==> src/rtl/data_cache_responder.sv <==
// Direct-mapped, write-through, no-write-allocate data cache for the MEM-stage data port.
// Load hits answer combinationally; misses and all stores go out over a req/ack memory bus.
module data_cache_responder #(
    parameter int unsigned SETS = 64
) (
    input  logic        clk_i,
    input  logic        rst_i,
    input  logic        cache_enabled_i,
    input  logic [29:0] cache_address_i,
    input  logic [3:0]  cache_write_en_i,
    input  logic [31:0] cache_data_i,
    output logic [31:0] cache_data_o,
    output logic        cache_blocking_n_o,
    output logic        mem_req_o,
    output logic        mem_we_o,
    output logic [29:0] mem_addr_o,
    output logic [31:0] mem_wdata_o,
    output logic [3:0]  mem_wstrb_o,
    input  logic        mem_ack_i,
    input  logic [31:0] mem_rdata_i
);

    localparam int unsigned INDEX_BITS = $clog2(SETS);
    localparam int unsigned TAG_BITS   = 30 - INDEX_BITS;

    typedef enum logic [1:0] {StIdle, StRdMiss, StWrThru, StResp} state_e;

    state_e state_q, state_d;

    logic [SETS-1:0]     valid_q;
    logic [TAG_BITS-1:0] tag_q  [SETS];
    logic [31:0]         data_q [SETS];

    logic        mem_req_q;
    logic        mem_we_q;
    logic [29:0] mem_addr_q;
    logic [31:0] mem_wdata_q;
    logic [3:0]  mem_wstrb_q;
    logic [31:0] resp_q;

    logic [INDEX_BITS-1:0] req_idx, lat_idx;
    logic [TAG_BITS-1:0]   req_tag, lat_tag;
    logic                  req_store, req_hit, lat_hit;
    logic                  start, fill, wr_done;

    assign req_idx   = cache_address_i[INDEX_BITS-1:0];
    assign req_tag   = cache_address_i[29:INDEX_BITS];
    assign req_store = |cache_write_en_i;
    assign req_hit   = valid_q[req_idx] && (tag_q[req_idx] == req_tag);

    assign lat_idx = mem_addr_q[INDEX_BITS-1:0];
    assign lat_tag = mem_addr_q[29:INDEX_BITS];
    assign lat_hit = valid_q[lat_idx] && (tag_q[lat_idx] == lat_tag);

    assign start   = (state_q == StIdle) && cache_enabled_i && (req_store || !req_hit);
    assign fill    = (state_q == StRdMiss) && mem_ack_i;
    assign wr_done = (state_q == StWrThru) && mem_ack_i;

    assign mem_req_o   = mem_req_q;
    assign mem_we_o    = mem_we_q;
    assign mem_addr_o  = mem_addr_q;
    assign mem_wdata_o = mem_wdata_q;
    assign mem_wstrb_o = mem_wstrb_q;

    always_ff @(posedge clk_i or negedge rst_i) begin
        if (!rst_i) begin
            state_q <= StIdle;
        end else begin
            state_q <= state_d;
        end
    end

    always_comb begin
        state_d = state_q;
        unique case (state_q)
            StIdle: begin
                if (cache_enabled_i) begin
                    if (req_store) begin
                        state_d = StWrThru;
                    end else if (!req_hit) begin
                        state_d = StRdMiss;
                    end
                end
            end
            StRdMiss: if (mem_ack_i) state_d = StResp;
            StWrThru: if (mem_ack_i) state_d = StResp;
            StResp:   state_d = StIdle;
            default:  state_d = StIdle;
        endcase
    end

    always_comb begin
        cache_blocking_n_o = 1'b1;
        cache_data_o       = '0;
        unique case (state_q)
            StIdle: begin
                if (cache_enabled_i) begin
                    if (!req_store && req_hit) begin
                        cache_data_o = data_q[req_idx];
                    end else begin
                        cache_blocking_n_o = 1'b0;
                    end
                end
            end
            StRdMiss, StWrThru: cache_blocking_n_o = 1'b0;
            StResp: cache_data_o = mem_we_q ? 32'h0 : resp_q;
            default: cache_blocking_n_o = 1'b1;
        endcase
    end

    // Request fields are frozen at launch so core-side changes during a stall are ignored.
    always_ff @(posedge clk_i or negedge rst_i) begin
        if (!rst_i) begin
            mem_req_q   <= 1'b0;
            mem_we_q    <= 1'b0;
            mem_addr_q  <= '0;
            mem_wdata_q <= '0;
            mem_wstrb_q <= '0;
            resp_q      <= '0;
            valid_q     <= '0;
            for (int i = 0; i < int'(SETS); i++) begin
                tag_q[i] <= '0;
            end
        end else begin
            if (start) begin
                mem_req_q   <= 1'b1;
                mem_we_q    <= req_store;
                mem_addr_q  <= cache_address_i;
                mem_wdata_q <= cache_data_i;
                mem_wstrb_q <= cache_write_en_i;
            end
            if (fill) begin
                mem_req_q        <= 1'b0;
                valid_q[lat_idx] <= 1'b1;
                tag_q[lat_idx]   <= lat_tag;
                resp_q           <= mem_rdata_i;
            end
            if (wr_done) begin
                mem_req_q <= 1'b0;
            end
        end
    end

    // Line data needs no reset: it is only read behind a set valid bit.
    always_ff @(posedge clk_i) begin
        if (fill) begin
            data_q[lat_idx] <= mem_rdata_i;
        end else if (wr_done && lat_hit) begin
            for (int k = 0; k < 4; k++) begin
                if (mem_wstrb_q[k]) begin
                    data_q[lat_idx][8*k +: 8] <= mem_wdata_q[8*k +: 8];
                end
            end
        end
    end

endmodule

==> config.mk <==
export PLATFORM = sky130hd
export DESIGN_NAME = data_cache_responder
export DESIGN_NICKNAME = d
export VERILOG_FILES = /design/src/rtl/data_cache_responder.sv
export SDC_FILE = /design/constraint.sdc
export NUM_CORES = 2
export LEC_CHECK = 0
export BUFFER_PORTS_ARGS = -buffer_cell sky130_fd_sc_hd__buf_2
export CORE_MARGIN = 1
export CORE_UTILIZATION = 30
export DETAILED_ROUTE_END_ITERATION = 10
export GPL_ROUTABILITY_DRIVEN = 0
export PLACE_DENSITY = 0.44
export REMOVE_ABC_BUFFERS = 1
export SYNTH_ARGS = -nofsm -noshare
export SYNTH_HDL_FRONTEND = slang
export SYNTH_SLANG_ARGS = --single-unit
export TNS_END_PERCENT = 1
==> constraint.sdc <==
create_clock -name clk_i -period 8.05 [get_ports clk_i]
set_input_delay 1.61 -clock clk_i [delete_from_list [all_inputs] [get_ports clk_i]]
set_output_delay 1.61 -clock clk_i [all_outputs]
set_load 0.01 [all_outputs]
# Word-level counts from Yosys, hierarchy flattened
# Memory sizes are Yosys's and may differ from the RTL's.
# Index checks and enable logic that the tools add are counted.
# W data, S select, Z words.
[word_totals]
regBits = 1702
ramBits = 2048
inputBits = 102
output_inout_bits = 101
word_cells = 164
memories = 1
[mem_list]
columns = ["name", "words", "word_bits", "read_ports", "rd_ports_with_merged_regs", "write_ports", "line", "text"]
rows = [
  ["data_q", 64, 32, 1, 0, 1, "32", "logic [31:0] data_q [SETS];"],
]
[op_classes]
magnitude_cmp = 6
eq_ne = 8
muxes = 52
n_bitwise = 7
reduce_logical = 18
[ops]
columns = ["op", "n"]
rows = [
  ["$bwmux W1536", 1],
  ["$bmux W24 S6", 2],
  ["$demux W24 S6", 1],
  ["$mux W24", 5],
  ["$mux W32", 3],
  ["$or A64 B64 Y64", 1],
  ["$pmux W32 S2", 1],
  ["$eq A24 B24 Y1", 2],
  ["$mux W8", 4],
  ["$mux W1", 26],
  ["$ge A7 B7 Y1 const B", 2],
  ["$lt A6 B7 Y1 const B", 2],
  ["$not A6 Y7", 2],
  ["$bmux W1 S6", 2],
  ["$logic_and A1 B1 Y1", 10],
  ["$mux W2", 4],
  ["$lt A7 B1 Y1 const B", 1],
  ["$demux W1 S6", 1],
  ["$ge A6 B1 Y1 const B", 1],
  ["$pmux W2 S3", 1],
  ["$eq A2 B2 Y1 const B", 2],
  ["$or A1 B1 Y1", 4],
  ["$reduce_or A4 Y1", 1],
  ["$ne A3 B3 Y1 const B", 1],
  ["other kinds (10)", 11],
]

# Logic depth before layout (Yosys ltp)
[logic_depth]
depth_word = 12
depth_mapped = 20
ltp_nobuf = 11

# Worst setup path before layout
# No wires, ideal clock.
[synth_timing]
path_type = "in2out"
startpoint = "input cache_address_i[1]"
endpoint = "output cache_blocking_n_o"
t_arrival_ns = 5.072
required_ns = 6.440
setup_slack_ns = 1.368
path_stages = 15
path_buffers = 6
path_cell_list = "buf_2 > buf_2 > buf_2 > clkbuf_1 > mux4_2 > a311o_1 > nor4_1 > xnor2_1 > or4_1 > nor4_1 > nand4_1 > nand3_2 > buf_6 > buf_12 > a21boi_1"
[synth_via]
elab_chain_cells = 10
elab_cells_between_ends = 12
classes_between = "eq/ne (1); mux (8); bitwise (1); reduce/logical (2)"
[synth_rtl]
columns = ["item", "line", "text"]
rows = [
  ["start: declaration", "9", "input logic [29:0] cache_address_i,"],
  ["$not A6 Y7 (implied by the code)", "49", "assign req_hit = valid_q[req_idx] && (tag_q[req_idx] == req_tag);"],
  ["$bmux W24 S6", "49", ""],
  ["$mux W24 (implied by the code) (2 in a row)", "49", ""],
  ["$eq A24 B24 Y1", "49", ""],
  ["$logic_and A1 B1 Y1 *", "49", ""],
  ["$logic_and A1 B1 Y1 *", "98", "if (!req_store && req_hit) begin"],
  ["$mux W1 *", "98", ""],
  ["$mux W1 *", "97", "if (cache_enabled_i) begin"],
  ["$pmux W1 S2 *", "95", "unique case (state_q)"],
  ["end: declaration", "13", "output logic cache_blocking_n_o,"],
]
# Every way passes the cells marked *; elsewhere a longest branch is shown, timed or not. The select of a mux whose other input is x is not followed.

# Worst setup path in the final report
[layout_timing]
startpoint = "input cache_address_i[2]"
endpoint = "output cache_data_o[16]"
[layout_via]
elab_chain_cells = 10
elab_cells_between_ends = 13
classes_between = "eq/ne (1); mux (8); bitwise (1); reduce/logical (2); memory (1)"
[layout_rtl]
columns = ["item", "line", "text"]
rows = [
  ["$not A6 Y7 (implied by the code)", "49", ""],
  ["$bmux W24 S6", "49", ""],
  ["$mux W24 (implied by the code) (2 in a row)", "49", ""],
  ["$eq A24 B24 Y1", "49", ""],
  ["$logic_and A1 B1 Y1", "49", ""],
  ["$logic_and A1 B1 Y1", "98", ""],
  ["$mux W32 *", "98", ""],
  ["$mux W32 *", "97", ""],
  ["$pmux W32 S2 *", "95", ""],
  ["end: declaration", "12", "output logic [31:0] cache_data_o,"],
]
# Marked as above.

==> out/results.tsv <==
stage	metric	value	unit
placed_design	Placement Cell Area	0.1853	mm^2
floorplan	I/O pin count	203	
grt	vias in the first global route	108942	
pwr	LEAKAGE	0.07751	uW
setup_path	startpoint class of the critical path	primary input	
setup_path	flop-to-flop setup slack	0.63	ns
detailed_routing	iteration-0 DRC count of the detailed router	12741	
grt	first-pass GRT wire length	972300	um
setup_path	Max FO, Critical Path	33	
detailed_routing	Post-DRT Antenna Nets	0	
sta	period utilization	101.4	%
hold_path	HP Class	reg2reg	
yosys	asr flop ratio synth	45.39	%
sta	fin. max-slew vios	5	
setup_path	Arr. time, crit path	6.55	ns
clocking	CTS buffer count	432	
detailed_routing	Vias per Instance	5.734	
setup_path	Crit Path Class	in2out	
final_layout	Layout Nets	10989	
setup_path	crit-path cells	buf_8, buf_12, and2_2, buf_4, a22oi_1, nand3_1, nand4_1, nor3_1, xnor2_1, a211oi_1, nand4b_1, nor3_4, buf_4, nand4b_1, buf_12, o21ai_0, buf_2	
yosys	Synth Register Bits	3750	
final_layout	fraction of layout cells with a size suffix above 1	43.18	%
grt	pin count of the biggest net entering global routing	153	
floorplan	initial core utilization	30.20	%
sta	final critical-path required period	8.159	ns
clocking	CTS tree	built	
grt	GR Util All Layers	24.60	%
clocking	Hold Buf Count CTS	0	
yosys	synthesized area	0.1698	mm^2
clocking	CTS sink count	3750	
placed_design	post-DP HPWL	472100	um
pwr	maximum VDD drop	289.7	uV
sta	setup TNS	-0.9421	ns
detailed_routing	drt wl/cell	38.22	um
floorplan	die area	0.5689	mm^2
setup_path	Worst path max stage delay	0.59	ns
sta	Final Hold Viols	0	
sta	Setup WS post-layout	-0.1094	ns
sta	Worst Skew	0.07716	ns
setup_path	CP Capture Type	primary output	
detailed_routing	Pre-antenna DRT Iters	8	
sta	RSZ-0062 raised after global routing	yes	
flow_run	max-capacitance violation count	2	
clocking	H-tree depth	5	
detailed_routing	DRC viols	0	
detailed_routing	Post-Route WL	716600	um
grt	initial antenna violation count	69	
sta	Worst-Margin Slew	1.521	ns
yosys	count of flip-flops with a built-in enable after synthesis	2048	
setup_path	Worst path slowest cell	and2_2	
sta	Final setup viols	23	
final_layout	Finished Layout Cells	18749	
yosys	YS warnings	0	
pwr	Power Density	314.6	mW/mm^2
yosys	sequential area share after synthesis	61.31	%
final_layout	most common cell after layout, fill and taps aside	edfxtp_1	
placed_design	dpl cells	17922	
setup_path	WP data required	6.44	ns
yosys	Netlist cell types	78	
clocking	Clock Root Buffer	clkbuf_16	
sta	Slew HR	-1.864	%
clocking	clock slew at reported path FFs	0.06	ns
yosys	post-synth top area share	36.22	%
final_layout	post-route cell area	0.2001	mm^2
floorplan	die width	754.3	um
floorplan	Core Box Area	0.5622	mm^2
clocking	worst skew pair latency	1.06	ns
status	failing checks	capacitance limit, slew limit, setup timing	
yosys	largest cells by area after synthesis	edfxtp_1 (36%), dfrtp_1 (25%), mux4_2 (14%), mux2_2 (12%), mux2i_1 (2.3%)	
floorplan	site row count	275	
clocking	clk buf depth	4	
final_layout	commonest non-fill, non-tap cells in the layout	edfxtp_1 (2,048), mux2_2 (1,776), dfrtp_1 (1,675)	
placed_design	# port buffers	202	
detailed_routing	Vias	107504	
yosys	main flop type after synthesis	edfxtp_1	
sta	fmax	122.6	MHz
status	outcome	finished with violations	
grt	gr ovfl total	0	
yosys	Mapped Avg Cell Area	16.57	um^2
final_layout	P&R area growth vs syn	17.85	%
yosys	Synth Instances	10248	
floorplan	Die H	754.3	um
yosys	cell taking the most area after synthesis	edfxtp_1	
==> cells in the mapped netlist, types with 6 or more instances <==
cell       number
o21ai_0       122
and2_1         11
buf_4          42
and3_1         15
nand2_1       501
buf_6          21
or2_2          54
a22o_1         36
a21oi_1       150
a311oi_1        6
nand3_1        65
nand4_1        36
o221ai_1       19
a211oi_1       24
mux4_2       1077
nor2_1        399
nand2b_1       36
mux2_2       1775
buf_1          61
xnor2_1        23
dfrtp_1      1702
mux2i_1       398
nor4_1         17
buf_2         191
a32oi_1         6
xor2_1         22
a31oi_1        24
a22oi_1       202
nor3b_1        10
edfxtp_1     2048
o22ai_1       139
o211ai_1        9
a221oi_1      161
o2bb2ai_1      17
a221o_1        48
nand3b_1        8
nor2b_1        27
o22a_1         14
a222oi_1       13
nor3_1         35
inv_1          12
clkbuf_1      581
and3b_1         7
==> power breakdown <==
group	internal [uW]	switching, uW	leakage, uW
Sequential	22800	2530	0.0418
Combinational	6270	11300	0.0288
Clock	11600	8430	0.00698
==> routing by layer <==
metal / vias up / routed length (um) / global-route usage (%) / part of all wire, %
met2: 5484 / 324800 / 38.25 / 45
met1: 58608 / 295800 / 32.94 / 41
met5: - / 178 / 0 / 0.025
met4: 28 / 40950 / 11.71 / 5.7
met3: 1506 / 54990 / 5.070 / 7.7
li1: 41878 / - / - / -
==> through the flow <==
step | util, % | power, uW | hold WS [ns] | setup slack, ns
after floorplan | - | 33340 | 0.4455 | -11.82
after global routing | 35.58 | 64570 | 0.4904 | -0.04703
after global placement | 32.96 | 42470 | 0.4592 | -0.5617
final | 35.59 | 62950 | 0.4758 | -0.1094
after CTS | 35.54 | 62890 | 0.4757 | -0.01872
after detailed placement | 32.96 | 42750 | 0.4618 | -0.5820
==> worst max-delay path, delay by kind of cell <==
family          cells  cell delay, ns
simple gates        7            2.25
buf+inv             6            1.48
compound gates      3            0.70
xor+xnor            1            0.20
==> registers in the layout, indices dropped and copies added (netlist names) <==
register     count
valid_q         64
mem_wstrb_o      4
mem_wdata_o     32
tag_q         1536
mem_req_o        1
resp_q          32
mem_addr_o      30
state_q          2
mem_we_o         1
data_q        2048
==> path summary, 6_finish.rpt <==
path | startpoint | to | depth (start not counted)
max in group asynchronous | rst_i | tag_q[1241]$_DFFE_PN0P_ | 3
min in group asynchronous | rst_i | tag_q[389]$_DFFE_PN0P_ | 1
hold reg to reg | resp_q[16]$_DFFE_PN0P_ | resp_q[16]$_DFFE_PN0P_ | 2
setup / recovery | cache_address_i[2] | cache_data_o[16] | 17
setup reg to reg | mem_addr_o[1]$_DFFE_PN0P_ | data_q[38][8]$_DFFE_PP_ | 15
hold / removal | resp_q[16]$_DFFE_PN0P_ | resp_q[16]$_DFFE_PN0P_ | 2
==> cell type report <==
cell class,count,area (um^2)
fill,53146,362100
clock inverter,223,2340
sequential,3750,104100
antenna,25,62.56
clock buffer,573,11940
tap,7479,9358
multi-input combinational,5581,62620
timing repair buffer,1100,9554
inverter,18,90.09
==> cell families (layout without fill, tap and decap cells) <==
group	after synthesis	count (layout)	synth area share (%)
flip-flops	3750	3750	61.31
other	0	25	0
AND/OR/NAND/NOR	1244	1244	3.240
XOR/XNOR	45	45	0.2321
AO/OA/AOI/OAI	1032	1032	4.357
buffers and inverters	917	1914	2.377
multiplexers	3256	3256	28.46
adder cells (fa/ha/maj)	4	4	0.02948
==> timing repair <==
item	in CTS	in global routing
buffers inserted	0	3
endpoints found under the setup margin	33	33
hold endpoints to repair	0	0
cloned	2	1
gates resized for setup	32	35
pin swaps	3	2
Power figures use the tool's default switching activity.
